--- src/rtl/sccb_config.sv ---
// sccb_config: camera register-configuration master.
// After a start pulse it walks an internal {addr,data} table and issues one
// SCCB 3-phase write (DEV_ID, addr, data) per entry on SIOC/SIOD.
// Optional build macro SCCB_ACK_CHECK_EN: a 1 sampled in the 9th bit of any
// phase sets the sticky ack_err flag. Without it the 9th bit is ignored and
// ack_err is tied low.
module sccb_config #(
    parameter int         CLK_HZ   = 50_000_000,
    parameter int         SCCB_HZ  = 100_000,
    parameter logic [7:0] DEV_ID   = 8'h42,
    parameter int         DELAY_MS = 10
) (
    input  logic Clk,
    input  logic rst_n,
    input  logic start,
    output logic busy,
    output logic done,
    output logic ack_err,
    output logic sioc,
    output logic siod_o,
    output logic siod_oe,
    input  logic siod_i
);

    // Quarter-bit divider length and delay-entry length in system clocks
    localparam int Q        = CLK_HZ / (4 * SCCB_HZ);
    localparam int DIV_W    = (Q > 1) ? $clog2(Q) : 1;
    localparam int WAIT_CYC = DELAY_MS * (CLK_HZ / 1000);
    localparam int WAIT_W   = (WAIT_CYC > 1) ? $clog2(WAIT_CYC) : 1;

    typedef enum logic [2:0] {
        S_IDLE, S_FETCH, S_START, S_BYTE, S_STOP, S_GAP, S_WAIT, S_DONE
    } state_t;

    state_t            state, state_next;
    logic [DIV_W-1:0]  div_cnt;
    logic [1:0]        qtr;
    logic [3:0]        bit_idx;
    logic [1:0]        phase;
    logic [WAIT_W-1:0] wait_cnt;
    logic [7:0]        idx;
    logic [15:0]       entry;
    logic [7:0]        cur_byte;
    logic [2:0]        bit_sel;
    logic              tick;
    logic              bus_active;
    logic              accept;
    logic              slot_end;
    logic              wait_end;
    logic              sioc_d;
    logic              sda_low_d;

    // Register table: {sub-address, data}; FFF0 = delay marker, FFFF = end.
    // New entries go before the terminator.
    function automatic logic [15:0] table_entry(input logic [7:0] i);
        case (i)
            8'd0:    return 16'h1280;  // COM7 soft reset
            8'd1:    return 16'hFFF0;  // let the sensor come out of reset
            8'd2:    return 16'h1204;  // RGB output
            8'd3:    return 16'h40D0;  // RGB565, full range
            8'd4:    return 16'h8C00;
            8'd5:    return 16'h3A04;
            default: return 16'hFFFF;
        endcase
    endfunction

    assign entry      = table_entry(idx);
    assign tick       = (div_cnt == DIV_W'(Q - 1));
    assign bus_active = (state == S_START) || (state == S_BYTE) ||
                        (state == S_STOP)  || (state == S_GAP);
    assign accept     = start && ((state == S_IDLE) || (state == S_DONE));
    assign slot_end   = tick && (qtr == 2'd3);
    assign wait_end   = (wait_cnt == WAIT_W'(WAIT_CYC - 1));
    assign bit_sel    = 3'd7 - bit_idx[2:0];
    assign siod_o     = 1'b0;

    always_comb begin
        case (phase)
            2'd0:    cur_byte = DEV_ID;
            2'd1:    cur_byte = entry[15:8];
            default: cur_byte = entry[7:0];
        endcase
    end

    // State register
    always_ff @(posedge Clk) begin
        if (!rst_n) state <= S_IDLE;
        else        state <= state_next;
    end

    // Next state and per-quarter bus levels (bus idle unless a state says otherwise)
    always_comb begin
        state_next = state;
        sioc_d     = 1'b1;
        sda_low_d  = 1'b0;
        case (state)
            S_IDLE: if (start) state_next = S_FETCH;
            S_FETCH: begin
                if (entry == 16'hFFFF || idx == 8'hFF) state_next = S_DONE;
                else if (entry == 16'hFFF0)            state_next = S_WAIT;
                else                                   state_next = S_START;
            end
            S_START: begin
                // q0 idle, q1 SIOD falls under high SIOC, q2 SIOC falls, q3 hold
                sda_low_d = (qtr != 2'd0);
                sioc_d    = (qtr < 2'd2);
                if (slot_end) state_next = S_BYTE;
            end
            S_BYTE: begin
                // SIOC high in q1..q2; data set in q0 while SIOC is low
                sioc_d    = (qtr == 2'd1) || (qtr == 2'd2);
                sda_low_d = (bit_idx != 4'd8) && !cur_byte[bit_sel];
                if (slot_end && bit_idx == 4'd8 && phase == 2'd2) state_next = S_STOP;
            end
            S_STOP: begin
                // q0 SIOD low/SIOC low, q1 SIOC high, q2 SIOD released (stop), q3 idle
                sioc_d    = (qtr != 2'd0);
                sda_low_d = (qtr < 2'd2);
                if (slot_end) state_next = S_GAP;
            end
            S_GAP:  if (slot_end) state_next = S_FETCH;
            S_WAIT: if (wait_end) state_next = S_FETCH;
            S_DONE: if (start) state_next = S_FETCH;
            default: state_next = S_IDLE;
        endcase
    end

    // Quarter-bit divider, bit/phase position, delay counter and table index
    always_ff @(posedge Clk) begin
        if (!rst_n) begin
            div_cnt  <= '0;
            qtr      <= 2'd0;
            bit_idx  <= 4'd0;
            phase    <= 2'd0;
            wait_cnt <= '0;
            idx      <= 8'd0;
        end else begin
            if (bus_active && !tick) div_cnt <= div_cnt + 1'b1;
            else                     div_cnt <= '0;

            if (!bus_active) qtr <= 2'd0;
            else if (tick)   qtr <= qtr + 2'd1;

            if (state != S_BYTE) begin
                bit_idx <= 4'd0;
                phase   <= 2'd0;
            end else if (slot_end) begin
                if (bit_idx == 4'd8) begin
                    bit_idx <= 4'd0;
                    phase   <= phase + 2'd1;
                end else begin
                    bit_idx <= bit_idx + 4'd1;
                end
            end

            if (state == S_WAIT && !wait_end) wait_cnt <= wait_cnt + 1'b1;
            else                              wait_cnt <= '0;

            if (accept)
                idx <= 8'd0;
            else if ((state == S_GAP && slot_end) || (state == S_WAIT && wait_end))
                idx <= (idx == 8'hFF) ? idx : idx + 8'd1;
        end
    end

    // Registered pin levels and status flags
    always_ff @(posedge Clk) begin
        if (!rst_n) begin
            sioc    <= 1'b1;
            siod_oe <= 1'b0;
            busy    <= 1'b0;
            done    <= 1'b0;
        end else begin
            sioc    <= sioc_d;
            siod_oe <= sda_low_d;
            if (accept) begin
                busy <= 1'b1;
                done <= 1'b0;
            end else if (state == S_FETCH && state_next == S_DONE) begin
                busy <= 1'b0;
                done <= 1'b1;
            end
        end
    end

`ifdef SCCB_ACK_CHECK_EN
    logic ack_sample;
    assign ack_sample = (state == S_BYTE) && tick && (qtr == 2'd2) && (bit_idx == 4'd8);

    // Sticky flag for a released (high) 9th bit; the walk carries on regardless
    always_ff @(posedge Clk) begin
        if (!rst_n)                    ack_err <= 1'b0;
        else if (accept)               ack_err <= 1'b0;
        else if (ack_sample && siod_i) ack_err <= 1'b1;
    end
`else
    // 9th bit is an SCCB don't-care in this build
    logic unused_siod_i;
    assign unused_siod_i = siod_i;
    assign ack_err       = 1'b0;
`endif

endmodule
--- config.mk ---
export PLATFORM = sky130hd
export DESIGN_NAME = sccb_config
export DESIGN_NICKNAME = d
export VERILOG_FILES = /design/src/rtl/sccb_config.sv
export SDC_FILE = /design/constraint.sdc
export NUM_CORES = 1
export LEC_CHECK = 0
export CAP_MARGIN = 20
export CORE_ASPECT_RATIO = 0.8
export CORE_MARGIN = 2
export CORE_UTILIZATION = 60
export DETAILED_ROUTE_END_ITERATION = 6
export PLACE_DENSITY_LB_ADDON = 0.05
export RECOVER_POWER = 25
export SLEW_MARGIN = 20
export SYNTH_ARGS = -nofsm -noshare
export SYNTH_HDL_FRONTEND = slang
export SYNTH_SLANG_ARGS = --single-unit
--- constraint.sdc ---
create_clock -name Clk -period 3.84 [get_ports Clk]
set_input_delay 0.576 -clock Clk [delete_from_list [all_inputs] [get_ports Clk]]
set_output_delay 0.576 -clock Clk [all_outputs]
set_load 0.01 [all_outputs]
# After elaboration in Yosys (flattened, before gate mapping)
# Index checks and enable logic that the tools add are counted.
dict set report totals {
  output_inout_bits 6
  register_bits 49
  wordCells 99
  in_bits 4
}
dict set report op_classes {
  addsub 7
  bitwise_logic 2
  n_eq_ne 26
  n_mux 18
  order_cmp 2
  reduce_logical 33
}
# operator n
set op_table {}
lappend op_table {{$pmux 16 s6} 1}
lappend op_table {{$eq 16x16->1 const B} 2}
lappend op_table {{$mux 3} 8}
lappend op_table {{$pmux 3 s7} 1}
lappend op_table {{$add 19x1->19 const B} 1}
lappend op_table {{$eq 19x19->1 const B} 1}
lappend op_table {{$eq 8x2->1 const B} 2}
lappend op_table {{$eq 8x3->1 const B} 2}
lappend op_table {{$pmux 8 s2} 1}
lappend op_table {{$eq 3x3->1 const B} 5}
lappend op_table {{$logic_and 1x1->1} 10}
lappend op_table {{$reduce_and 2->1} 5}
lappend op_table {{$add 8x1->8 const B} 1}
lappend op_table {{$eq 8x1->1 const B} 1}
lappend op_table {{$eq 8x8->1 const B} 1}
lappend op_table {{$logic_not 8->1} 1}
lappend op_table {{$add 7x1->7 const B} 1}
lappend op_table {{$eq 7x7->1 const B} 1}
lappend op_table {{$logic_or 1x1->1} 7}
lappend op_table {{$eq 2x2->1 const B} 3}
lappend op_table {{$eq 3x2->1 const B} 2}
lappend op_table {{$pmux 1 s3} 2}
lappend op_table {{$reduce_or 2->1} 3}
lappend op_table {{$add 2x1->2 const B} 2}
lappend op_table {{17 further kinds} 24}

# Depth between registers and ports, before layout
dict set report logic_depth {
  ltp_word 10
  mapped_depth 9
  depth_no_buf 8
}

# Worst setup path before layout
# Ideal clock, no wire load.
dict set report synth_path {
  kind {reg2reg}
  startpoint {register idx[0]}
  endpoint {register siod_oe}
  synth_period_minus_slack_ns 2.160
  setup_time_ns 0.128
  setup_slack_ns 1.680
  path_buffers 0
  required_time_ns 3.712
  t_arrival_ns 2.032
  stages_incl_launch_ff 9
  cell_sequence {dfxtp_1 > inv_1 > ha_1 > o21ba_2 > o311ai_0 > a211oi_1 > a22oi_1 > o311a_1 > o41ai_1}
}
dict set report synth_via {
  elab_chain_cells 8
  word_cells_on_any_way 13
  cone_classes {eq/ne (5); mux (5); reduce/logical (3)}
}
# item line_no
set synth_rtl {}
lappend synth_rtl {{start, declared} 41} ;# logic [7:0] idx;
lappend synth_rtl {{start signal, assigned} 162} ;# idx <= (idx == 8'hFF) ? idx : idx + 8'd1;
lappend synth_rtl {{$eq 8x3->1, or another cell as far along} 56} ;# case (i)
lappend synth_rtl {{$pmux 16 s6 (*)} 56}
lappend synth_rtl {{$pmux 8 s2 (*)} 78} ;# case (phase)
lappend synth_rtl {{$bmux 1 s3 (*)} 112} ;# sda_low_d = (bit_idx != 4'd8) && !cur_byte[bit_sel];
lappend synth_rtl {{$mux 1 (implied by the code) (*)} 112}
lappend synth_rtl {{$logic_not 1->1 (*)} 112}
lappend synth_rtl {{$logic_and 1x1->1 (*)} 112}
lappend synth_rtl {{$pmux 1 s3 (*)} 96} ;# case (state)
lappend synth_rtl {{end signal, assigned} 175} ;# siod_oe <= sda_low_d;
lappend synth_rtl {{end, declared} 21} ;# output logic siod_oe,
# Mark *: on every way between the ends. The rest lies on a longest branch, timed or not. The select of a mux whose other input is x is not followed.
# A chain may end at the register's enable or synchronous reset.

# Worst setup path after layout
# Same ends and word-level chain as after synthesis.

==> impl_metrics.py <==
metrics = {
    "routing": {
        "drcViolationCount": 0,
        "ant_nets": 0,
        "dr.pass1.iters": 5,
        "viasPerCell": 5.81,
        "wl_per_cell_um": 12.8,
        "drt_iter0_drc": 141,
        "routed_wirelength_um": 5240,
        "vias": 2369,
    },
    "floorplanning": {
        "rows": 22,
        "die-area_um2": 5200,
        "core_um2": 4510,
        "initial_core_util_pct": 61.7,
        "fp.dieW_um": 80.2,
        "die_h_um": 64.9,
        "num_io_pins": 10,
    },
    "pwr": {
        "ir_drop_mv": 0.313,
        "p_leak_nw": 0.972,
        "p_sw_share_pct": 29.0,
        "power_frac_comb_pct": 16.4,
        "p_int_mw": 0.833,
        "p_switching_mw": 0.340,
        "p_seq_share_pct": 51.6,
        "cellPowerDensity_nw_per_um2": 394,
        "power_frac_clock_pct": 32.0,
        "finalPower_mw": 1.17,
    },
    "synth": {
        "yosysSeqAreaShare_pct": 35.2,
        "synthCells": 346,
        "synth_cell_types": 60,
        "async_flop_share_pct": 0,
        "synth_adder_area_share_pct": 6.29,
        "syn_area_per_cell_um2": 8.05,
        "synth_edf_count": 0,
        "synth_top_family_by_area": "simple AND/OR/NAND/NOR gates",
        "synth-simple-area-share_pct": 29.0,
        "ys_ff_latch": 49,
        "synth_mux_area_share_pct": 0.719,
        "synth_area_um2": 2780,
        "synth_compound_area_share_pct": 14.9,
        "synth-xor-area-share_pct": 9.44,
        "yosys_warnings": 0,
        "synth-main-ff-cell": "dfxtp_1",
    },
    "cells_and_area": {
        "finalNetCount": 365,
        "num_antenna_cells": 0,
        "syn_to_final_growth_pct": 7.06,
        "final_cell_mix": "nor2_1, dfxtp_1, nand2_1",
        "layout-drive-gt1-share_pct": 5.46,
        "finalNonFillerCells": 408,
        "final_area_um2": 2980,
        "layout_commonest_cell": "nor2_1",
    },
    "placement": {
        "gp_congestion": 0.827,
        "place_area_um2": 2860,
        "dp.cells": 400,
        "io_buffers": 6,
        "hpwl_um": 3800,
    },
    "worst_hold_path": {
        "holdPathStages": 1,
        "hold_path.class": "reg -> reg",
        "min_to": "div_cnt[0]",
        "min_from": "div_cnt[0]",
    },
    "global_routing": {
        "grt_pass1_wl_um": 9140,
        "grt_pass1_vias": 2063,
        "grt_max_degree": 23,
        "antenna_found_initial": 0,
        "grt_usage_pct": 21.6,
        "grt-ovfl-total": 0,
    },
    "clock_tree": {
        "hold_buffers": 0,
        "cts_buffers": 5,
        "clock_sinks": 49,
        "cts_root_buf": "clkbuf_8",
        "cts_max_level": 2,
        "post-cts-setup-buffer-count": 0,
        "cts_tree": "done",
        "clock_latency_ns": 0.30,
        "cts_resized": 0,
        "path_clk_slew_ns": 0.08,
        "cts_buffer_depth": 2,
    },
    "sta": {
        "period_share_pct": 67.3,
        "holdWs_ns": 0.460,
        "rsz0062_at_grt": "no",
        "timing.fmax_mhz": 387,
        "finalSetupViolCount": 0,
        "fin_skew_ns": 0.0108,
        "worstMarginPinSlew_ns": 0.997,
        "hold_violations": 0,
        "post-route-min-period_ns": 2.59,
        "maxSlewViolCount": 0,
        "relSlewSlack_pct": 32.7,
        "tns_ns": 0,
    },
    "critical_path": {
        "crit_path_end_kind": "register",
        "worstPathArrival_ns": 2.76,
        "critical_path_class": "reg -> reg",
        "start_kind": "register",
        "required_ns": 4.02,
        "reg2reg_to": "siod_oe",
        "r2r_slack_ns": 1.25,
        "rr_startpoint": "idx[0]",
        "critPathMaxFanout": 5,
        "reg2reg_depth": 8,
    },
    "flow_run": {
        "maxCapViolCount": 0,
    },
    "outcome": {
        "run_status": "complete, no violations",
    },
}
-- metrics by stage --
step | worst slack, ns | utilization [%]
after detailed placement | 1.34 | 63.4
after global routing | 1.01 | 66.0
after CTS | 1.33 | 66.0
after global placement | 1.38 | 63.4
after floorplan | 1.68 | -
final | 1.25 | 66.0
-- Yosys cell counts, drive strengths merged, types with 3 or more instances --
master	number	area, um^2
nor2	57	214
dfxtp	49	981
nand2	25	96.4
nand3	22	110
xnor2	18	158
a21oi	17	85.1
inv	16	60.1
ha	14	175
o21ai	14	70.1
xor2	12	105
nor3	9	50.1
clkbuf	8	30.0
nand4	7	43.8
nor4	6	52.6
buf	5	28.8
a211oi	4	30.0
a31oi	4	25.0
and3	4	25.0
nand2b	4	25.0
nor2b	4	25.0
and2	3	18.8
o31ai	3	22.5
or2	3	18.8
or3	3	18.8
or4	3	26.3
-- flip-flops by register name, indices dropped and copies added, names as in the netlist, 2 cells and up --
signal,count
bit_idx,4
div_cnt,7
idx,8
phase,2
qtr,2
state,3
wait_cnt,19
-- kinds of logic (layout without fill, tap and decap cells) --
kind of cell             Yosys count  in the layout
AND/OR/NAND/NOR                  159            159
AO/OA/AOI/OAI                     62             62
flip-flops                        49             49
XOR/XNOR                          30             30
buffers and inverters             29             30
adder cells (fa/ha/maj)           14             14
multiplexers                       2              2
other                              1              2
-- power by group through the flow --
| stage | clock, mW | sequential, mW | combinational [mW] |
|---|---|---|---|
| global route | 0.406 | 0.616 | 0.224 |
| floorplan | 0 | 0.574 | 0.188 |
| CTS | 0.388 | 0.605 | 0.198 |
| detailed placement | 0 | 0.617 | 0.196 |
| global placement | 0 | 0.618 | 0.192 |
| finish | 0.375 | 0.606 | 0.192 |
-- final cells by class --
class | count | area, um^2
multi-input cells | 269 | 1690
clock buffers | 7 | 86.3
fillers | 380 | 1530
repair buffers | 6 | 60.1
well taps | 60 | 75.1
inverters | 16 | 60.1
clock inverters | 1 | 30.0
flip-flops and latches | 49 | 981
-- worst max-delay path, cell delays in order, from the launching register on --
cell and delay, ns:
dfxtp_1 0.42, inv_1 0.09, ha_1 0.26, o21ba_2 0.23, o311ai_0 0.82, o32ai_1 0.18
a22oi_1 0.21, o311a_1 0.19, o41ai_1 0.06
-- how the worst max path moves through the flow --
stage | from | slack (ns) | end
final | idx[0] | 1.25 | siod_oe
after global routing | idx[0] | 1.01 | siod_oe
after CTS | idx[0] | 1.33 | siod_oe
after detailed placement | idx[0] | 1.34 | siod_oe
after global placement | idx[0] | 1.38 | siod_oe
after floorplan | idx[0] | 1.68 | siod_oe
-- metal layers --
metal  up-vias  track usage (%)  routed length, um  part of all wire [%]
met5         -                0                  0                     0
met4         0             5.08                 58                   1.1
met3         8             4.74                213                   4.1
met2        37             33.6               2290                    44
met1      1108             30.6               2680                    51
li1       1216                -                  -                     -
(Power assumes the default switching activity.)
